### config.mk
export PLATFORM = sky130hd
export DESIGN_NAME = mem_data_buffer
export DESIGN_NICKNAME = d
export VERILOG_FILES = /design/src/rtl/mem_data_buffer.sv
export SDC_FILE = /design/constraint.sdc
export NUM_CORES = 1
export LEC_CHECK = 0
export CORE_AREA = 2 2 227 340
export CTS_CLUSTER_DIAMETER = 120
export DETAILED_ROUTE_END_ITERATION = 6
export DIE_AREA = 0 0 229 342
export PLACE_DENSITY_LB_ADDON = 0.1
export SKIP_CTS_REPAIR_TIMING = 1
export SLEW_MARGIN = 20
export SYNTH_ARGS = -nofsm -noshare
export SYNTH_HDL_FRONTEND = slang
export SYNTH_SLANG_ARGS = --single-unit
### constraint.sdc
create_clock -name sys_clk -period 7.1 [get_ports sys_clk]
set_clock_uncertainty 0.05 [all_clocks]
set_input_delay 1.065 -clock sys_clk [delete_from_list [all_inputs] [get_ports sys_clk]]
set_output_delay 1.065 -clock sys_clk [all_outputs]
set_load 0.01 [all_outputs]
### src/rtl/mem_data_buffer.sv
`default_nettype none
// ============================================================================
//  Module   : mem_data_buffer
//  Purpose  : Bidirectional staging buffer between host request logic and the
//             memory controller. Two independent first-word-fall-through
//             synchronous FIFOs (write path host->memory, read path
//             memory->host), each with valid/ready handshakes on both faces,
//             occupancy level, almost-full / almost-empty flags and a
//             synchronous flush.
//  Ports    : sys_clk, sys_rst_n (sync, active-low), flush
//             wr_in_*  / wr_out_*  : write path handshakes and data
//             rd_in_*  / rd_out_*  : read path handshakes and data
//             wr_level, rd_level   : occupancy 0..DEPTH
//             wr_afull, rd_afull, wr_aempty, rd_aempty : level flags
//             wr_stall_cnt, rd_stall_cnt : present only with
//             MDB_STALL_STATS_EN defined; saturating 16-bit counts of cycles
//             with in_valid high while in_ready is low.
//  Options  : `define MDB_STALL_STATS_EN to add the stall counters.
//  Revision : 1.0 - initial parametrised release
// ============================================================================

// ----------------------------------------------------------------------------
//  mdb_fifo : one FWFT FIFO path. All status outputs decode the registered
//  level, so no output depends combinationally on any input.
// ----------------------------------------------------------------------------
module mdb_fifo #(
  parameter int DATA_W     = 64,
  parameter int DEPTH      = 8,
  parameter int AFULL_LVL  = DEPTH - 2,
  parameter int AEMPTY_LVL = 1
) (
  input  logic                       clk,
  input  logic                       rst_n,
  input  logic                       flush,
  input  logic                       in_valid,
  output logic                       in_ready,
  input  logic [DATA_W-1:0]          in_data,
  output logic                       out_valid,
  input  logic                       out_ready,
  output logic [DATA_W-1:0]          out_data,
  output logic [$clog2(DEPTH):0]     level,
  output logic                       afull,
  output logic                       aempty
);

  localparam int PW = $clog2(DEPTH);
  localparam int LW = PW + 1;
  localparam logic [LW-1:0] c_DEPTH      = LW'(DEPTH);
  localparam logic [LW-1:0] c_AFULL_LVL  = LW'(AFULL_LVL);
  localparam logic [LW-1:0] c_AEMPTY_LVL = LW'(AEMPTY_LVL);

  logic [DATA_W-1:0] r_mem [DEPTH];
  logic [PW-1:0]     r_wr_ptr;
  logic [PW-1:0]     r_rd_ptr;
  logic [LW-1:0]     r_level;

  logic w_push;
  logic w_pop;

  assign in_ready  = (r_level != c_DEPTH);
  assign out_valid = (r_level != '0);
  assign w_push    = in_valid & in_ready;
  assign w_pop     = out_valid & out_ready;

  // Head is forced to zero when empty so stale storage never leaks out.
  assign out_data = out_valid ? r_mem[r_rd_ptr] : '0;
  assign level    = r_level;
  assign afull    = (r_level >= c_AFULL_LVL);
  assign aempty   = (r_level <= c_AEMPTY_LVL);

  // Storage is deliberately not reset; a flushed push is not written.
  always_ff @(posedge clk) begin
    if (w_push && rst_n && !flush) begin
      r_mem[r_wr_ptr] <= in_data;
    end
  end

  // Pointers wrap naturally because DEPTH is a power of two.
  always_ff @(posedge clk) begin
    if (!rst_n || flush) begin
      r_wr_ptr <= '0;
      r_rd_ptr <= '0;
      r_level  <= '0;
    end else begin
      if (w_push) r_wr_ptr <= r_wr_ptr + 1'b1;
      if (w_pop)  r_rd_ptr <= r_rd_ptr + 1'b1;
      case ({w_push, w_pop})
        2'b10:   r_level <= r_level + 1'b1;
        2'b01:   r_level <= r_level - 1'b1;
        default: r_level <= r_level;
      endcase
    end
  end

endmodule

// ----------------------------------------------------------------------------
//  mem_data_buffer : top level, two mdb_fifo instances plus optional stats.
// ----------------------------------------------------------------------------
module mem_data_buffer #(
  parameter int DATA_W     = 64,
  parameter int DEPTH      = 8,
  parameter int AFULL_LVL  = DEPTH - 2,
  parameter int AEMPTY_LVL = 1
) (
  input  logic                   sys_clk,
  input  logic                   sys_rst_n,
  input  logic                   flush,
  input  logic                   wr_in_valid,
  output logic                   wr_in_ready,
  input  logic [DATA_W-1:0]      wr_in_data,
  output logic                   wr_out_valid,
  input  logic                   wr_out_ready,
  output logic [DATA_W-1:0]      wr_out_data,
  input  logic                   rd_in_valid,
  output logic                   rd_in_ready,
  input  logic [DATA_W-1:0]      rd_in_data,
  output logic                   rd_out_valid,
  input  logic                   rd_out_ready,
  output logic [DATA_W-1:0]      rd_out_data,
  output logic [$clog2(DEPTH):0] wr_level,
  output logic [$clog2(DEPTH):0] rd_level,
  output logic                   wr_afull,
  output logic                   rd_afull,
  output logic                   wr_aempty,
`ifdef MDB_STALL_STATS_EN
  output logic                   rd_aempty,
  output logic [15:0]            wr_stall_cnt,
  output logic [15:0]            rd_stall_cnt
`else
  output logic                   rd_aempty
`endif
);

  mdb_fifo #(
    .DATA_W     (DATA_W),
    .DEPTH      (DEPTH),
    .AFULL_LVL  (AFULL_LVL),
    .AEMPTY_LVL (AEMPTY_LVL)
  ) u_wr_fifo (
    .clk       (sys_clk),
    .rst_n     (sys_rst_n),
    .flush     (flush),
    .in_valid  (wr_in_valid),
    .in_ready  (wr_in_ready),
    .in_data   (wr_in_data),
    .out_valid (wr_out_valid),
    .out_ready (wr_out_ready),
    .out_data  (wr_out_data),
    .level     (wr_level),
    .afull     (wr_afull),
    .aempty    (wr_aempty)
  );

  mdb_fifo #(
    .DATA_W     (DATA_W),
    .DEPTH      (DEPTH),
    .AFULL_LVL  (AFULL_LVL),
    .AEMPTY_LVL (AEMPTY_LVL)
  ) u_rd_fifo (
    .clk       (sys_clk),
    .rst_n     (sys_rst_n),
    .flush     (flush),
    .in_valid  (rd_in_valid),
    .in_ready  (rd_in_ready),
    .in_data   (rd_in_data),
    .out_valid (rd_out_valid),
    .out_ready (rd_out_ready),
    .out_data  (rd_out_data),
    .level     (rd_level),
    .afull     (rd_afull),
    .aempty    (rd_aempty)
  );

`ifdef MDB_STALL_STATS_EN
  logic [15:0] r_wr_stall_cnt;
  logic [15:0] r_rd_stall_cnt;

  // Stall counters survive flush; only reset clears them. They saturate.
  always_ff @(posedge sys_clk) begin
    if (!sys_rst_n) begin
      r_wr_stall_cnt <= '0;
      r_rd_stall_cnt <= '0;
    end else begin
      if (wr_in_valid && !wr_in_ready && (r_wr_stall_cnt != 16'hFFFF))
        r_wr_stall_cnt <= r_wr_stall_cnt + 16'd1;
      if (rd_in_valid && !rd_in_ready && (r_rd_stall_cnt != 16'hFFFF))
        r_rd_stall_cnt <= r_rd_stall_cnt + 16'd1;
    end
  end

  assign wr_stall_cnt = r_wr_stall_cnt;
  assign rd_stall_cnt = r_rd_stall_cnt;
`endif

endmodule
`default_nettype wire

==> impl_metrics.json <==
{
  "period_needed_ps": 5050,
  "core_area_sq_um": 75700,
  "numCtsBuffers": 94,
  "reg2reg_from": "u_rd_fifo.level[0]",
  "crit_path_end": "wr_out_data[3]",
  "slew_viol_final": 0,
  "track_usage_pct": 21.8,
  "ant_nets": 0,
  "seqCellArea_sq_um": 31300,
  "finalSetupViolations": 0,
  "die_y_um": 342,
  "yosysUniqueCellTypes": 34,
  "syn-cell-area_sq_um": 39600,
  "drv_cap": 0,
  "max_slew_margin_pct": 23.7,
  "avgSynthCellArea_sq_um": 23.8,
  "areaGrowthSynthToFinish_pct": 18.1,
  "cts_root_buf": "clkbuf_16",
  "grt_pass1_vias": 19444,
  "cts_tree": "built",
  "fp-row-count": 124,
  "synth_cells": 1666,
  "hp-class": "register to register",
  "drive_gt1_share_pct": 22.4,
  "die-area_sq_um": 78300,
  "hold_viol": 0,
  "ff2ff_setup_slack_ps": 3560,
  "vias": 18304,
  "p_leak_nw": 14.4,
  "drt_first_pass_iters": 5,
  "avgRoutedWirePerCell_um": 27.4,
  "peakVddDrop_mv": 0.240,
  "multiInputGateArea_sq_um": 7910,
  "status": "complete, no violations",
  "pwr_density_cell_nw_per_um2": 268,
  "fin_area_sq_um": 46800,
  "finalCritPeriodShare_pct": 71.2,
  "htreeDepth": 3,
  "startpoint_type": "register",
  "criticalPathCategory": "register to primary output",
  "grt_setup_unrepaired": "no",
  "yosysSeqAreaShare_pct": 79.0,
  "cts_buffer_depth": 3,
  "io_buffers": 278,
  "setup.worst_path.start": "u_wr_fifo.level[0]",
  "grt_overflow_total": 0,
  "power_mw": 12.5,
  "final.setup.worst_slack_ps": 2050,
  "timing.fmax_ghz": 0.198,
  "clkTransAtPathRegs_ps": 60,
  "yosys_warnings": 0,
  "arrival_ps": 3940,
  "tns_ps": 0,
  "die_w_um": 229,
  "r2r_end": "u_rd_fifo.r_mem[3][17]",
  "drt_iter0_drc": 1313,
  "grt_max_degree": 129,
  "cts_sinks": 1050,
  "final_core_util_pct": 61.8,
  "routabilityCongestion": 0.755,
  "r2r_cells": 7,
  "dp_hpwl_um": 48700,
  "async_flop_share_pct": 0,
  "worst_pin_slew_ps": 1140,
  "synth-seq-cells": 1050,
  "antenna_found_initial": 12,
  "syn_nets": 1817,
  "clock_latency_ps": 640,
  "synth-edff-count": 1024,
  "cp_data_required_time_ps": 5980,
  "postPlaceCellArea_sq_um": 43700,
  "critical_path_peak_fanout": 38,
  "drt_wl_total_um": 84400,
  "fillCellCount": 5287,
  "ys.flop_type": "edfxtp_1",
  "initial_core_util_pct": 52.3,
  "cp-end-kind": "primary output",
  "drt-vias-per-instance": 5.93,
  "io_pins": 279,
  "dp_slack_ps": 2560,
  "final_nets": 2148,
  "drc": 0,
  "grt_pass1_wl_um": 126000
}
==> cells in the final DEF, fill, tap and decap left out, types with 5 or more instances in the layout <==
master / instances
edfxtp_1: 1024
clkdlybuf4s50_1: 278
mux4_2: 256
a22o_1: 128
clkbuf_16: 97
buf_4: 35
dfxtp_1: 22
clkbuf_1: 20
a21oi_1: 18
clkinv_2: 18
clkinv_1: 17
ha_1: 16
inv_1: 14
nor2_4: 14
o21ai_0: 14
bufinv_16: 9
nor2_1: 8
nand2b_1: 7
nand2_1: 6
or3_1: 6
inv_6: 5
==> metrics by stage <==
stage / std cells / hold slack, ps
after floorplan: 1666 / 403
after global placement: 2906 / 420
after detailed placement: 2908 / 442
after CTS: 3083 / 450
after global routing: 3085 / 469
final: 3086 / 451
==> worst min path at each step <==
| stage | from | endpoint | slack [ps] | cells past startpoint |
|---|---|---|---|---|
| 2_1_floorplan | u_wr_fifo.r_rd_ptr[2] | register | 400 | 2 |
| 3_3_place_gp | u_rd_fifo.r_rd_ptr[2] | u_rd_fifo.r_rd_ptr[2] | 420 | 2 |
| 3_5_place_dp | u_rd_fifo.r_rd_ptr[2] | u_rd_fifo.r_rd_ptr[2] | 440 | 2 |
| 4_1_cts | u_rd_fifo.r_rd_ptr[2] | register | 450 | 2 |
| 5_1_grt | u_rd_fifo.r_rd_ptr[2] | register | 470 | 2 |
| 6_report | u_rd_fifo.r_rd_ptr[2] | u_rd_fifo.r_rd_ptr[2] | 450 | 2 |
==> critical path, cell delays in order, from the launching register on <==
cell and delay, ps:
dfxtp_1 460, inv_1 130, ha_1 220, nor3b_4 180
inv_2 90, and2_2 600, buf_4 620, a22o_1 340
clkdlybuf4s50_1 560
==> cell type report <==
type,instances,share of cell area [%]
Tap cell,1008,2.70
Sequential cell,1050,66.9
Timing Repair Buffer,319,6.82
Multi-Input combinational cell,516,16.9
Antenna cell,2,0.0107
Inverter,16,0.128
Clock buffer,121,5.47
Clock inverter,54,1.08
==> Yosys cell counts, drive strengths merged, types with 4 or more instances <==
library cell  instances  area (sq um)
mux4                256          5770
nor3                  6          30.0
nand2                 6          22.5
dfxtp                26           521
or4                   6          52.6
inv                  16          60.1
a21oi                18          90.1
o31ai                 4          30.0
buf                  62           400
edfxtp             1024         30700
xor2                  4          35.0
nand2b                7          43.8
clkbuf               22          82.6
o21ai                14          70.1
or3                   6          37.5
ha                   16           200
nand3                 4          20.0
nor2                 22          82.6
a22o                128          1120
==> flip-flops by register name, summed over array words and instances (netlist names), named ones only <==
| name | count |
|---|---|
| u_rd_fifo.level | 4 |
| u_rd_fifo.r_mem | 512 |
| u_rd_fifo.r_rd_ptr | 3 |
| u_rd_fifo.r_wr_ptr | 3 |
| u_wr_fifo.level | 4 |
| u_wr_fifo.r_mem | 512 |
| u_wr_fifo.r_rd_ptr | 3 |
| u_wr_fifo.r_wr_ptr | 3 |
==> cell families (layout without fill, tap and decap cells) <==
family	after synthesis	in the layout	share of synthesized area, %
other	0	2	0
AOI/OAI and AO/OA	168	168	3.41
xor gates and xnor gates	4	4	0.0885
muxes	258	258	14.6
buffers and inverters	100	510	1.37
adders and majority gates	16	16	0.506
DFF	1050	1050	79.0
and+or+nand+nor	70	70	1.04
==> report_power, final <==
part / total [mW] / switching [mW] / internal [mW]
combinational: 0.650 / 0.326 / 0.324
sequential: 6.85 / 0.0213 / 6.83
clock: 5.05 / 2.17 / 2.88
total: 12.5 / 2.52 / 10.0
==> routing by layer <==
metal  share of wire, %  track usage, %  vias to the layer above
li1                   -               -                     7856
met1                 38            27.3                     9709
met2                 53            38.6                      589
met3                6.3            4.30                      130
met4                2.2            6.40                       20
met5               0.16               0                        -
Power figures use the tool's default switching activity.
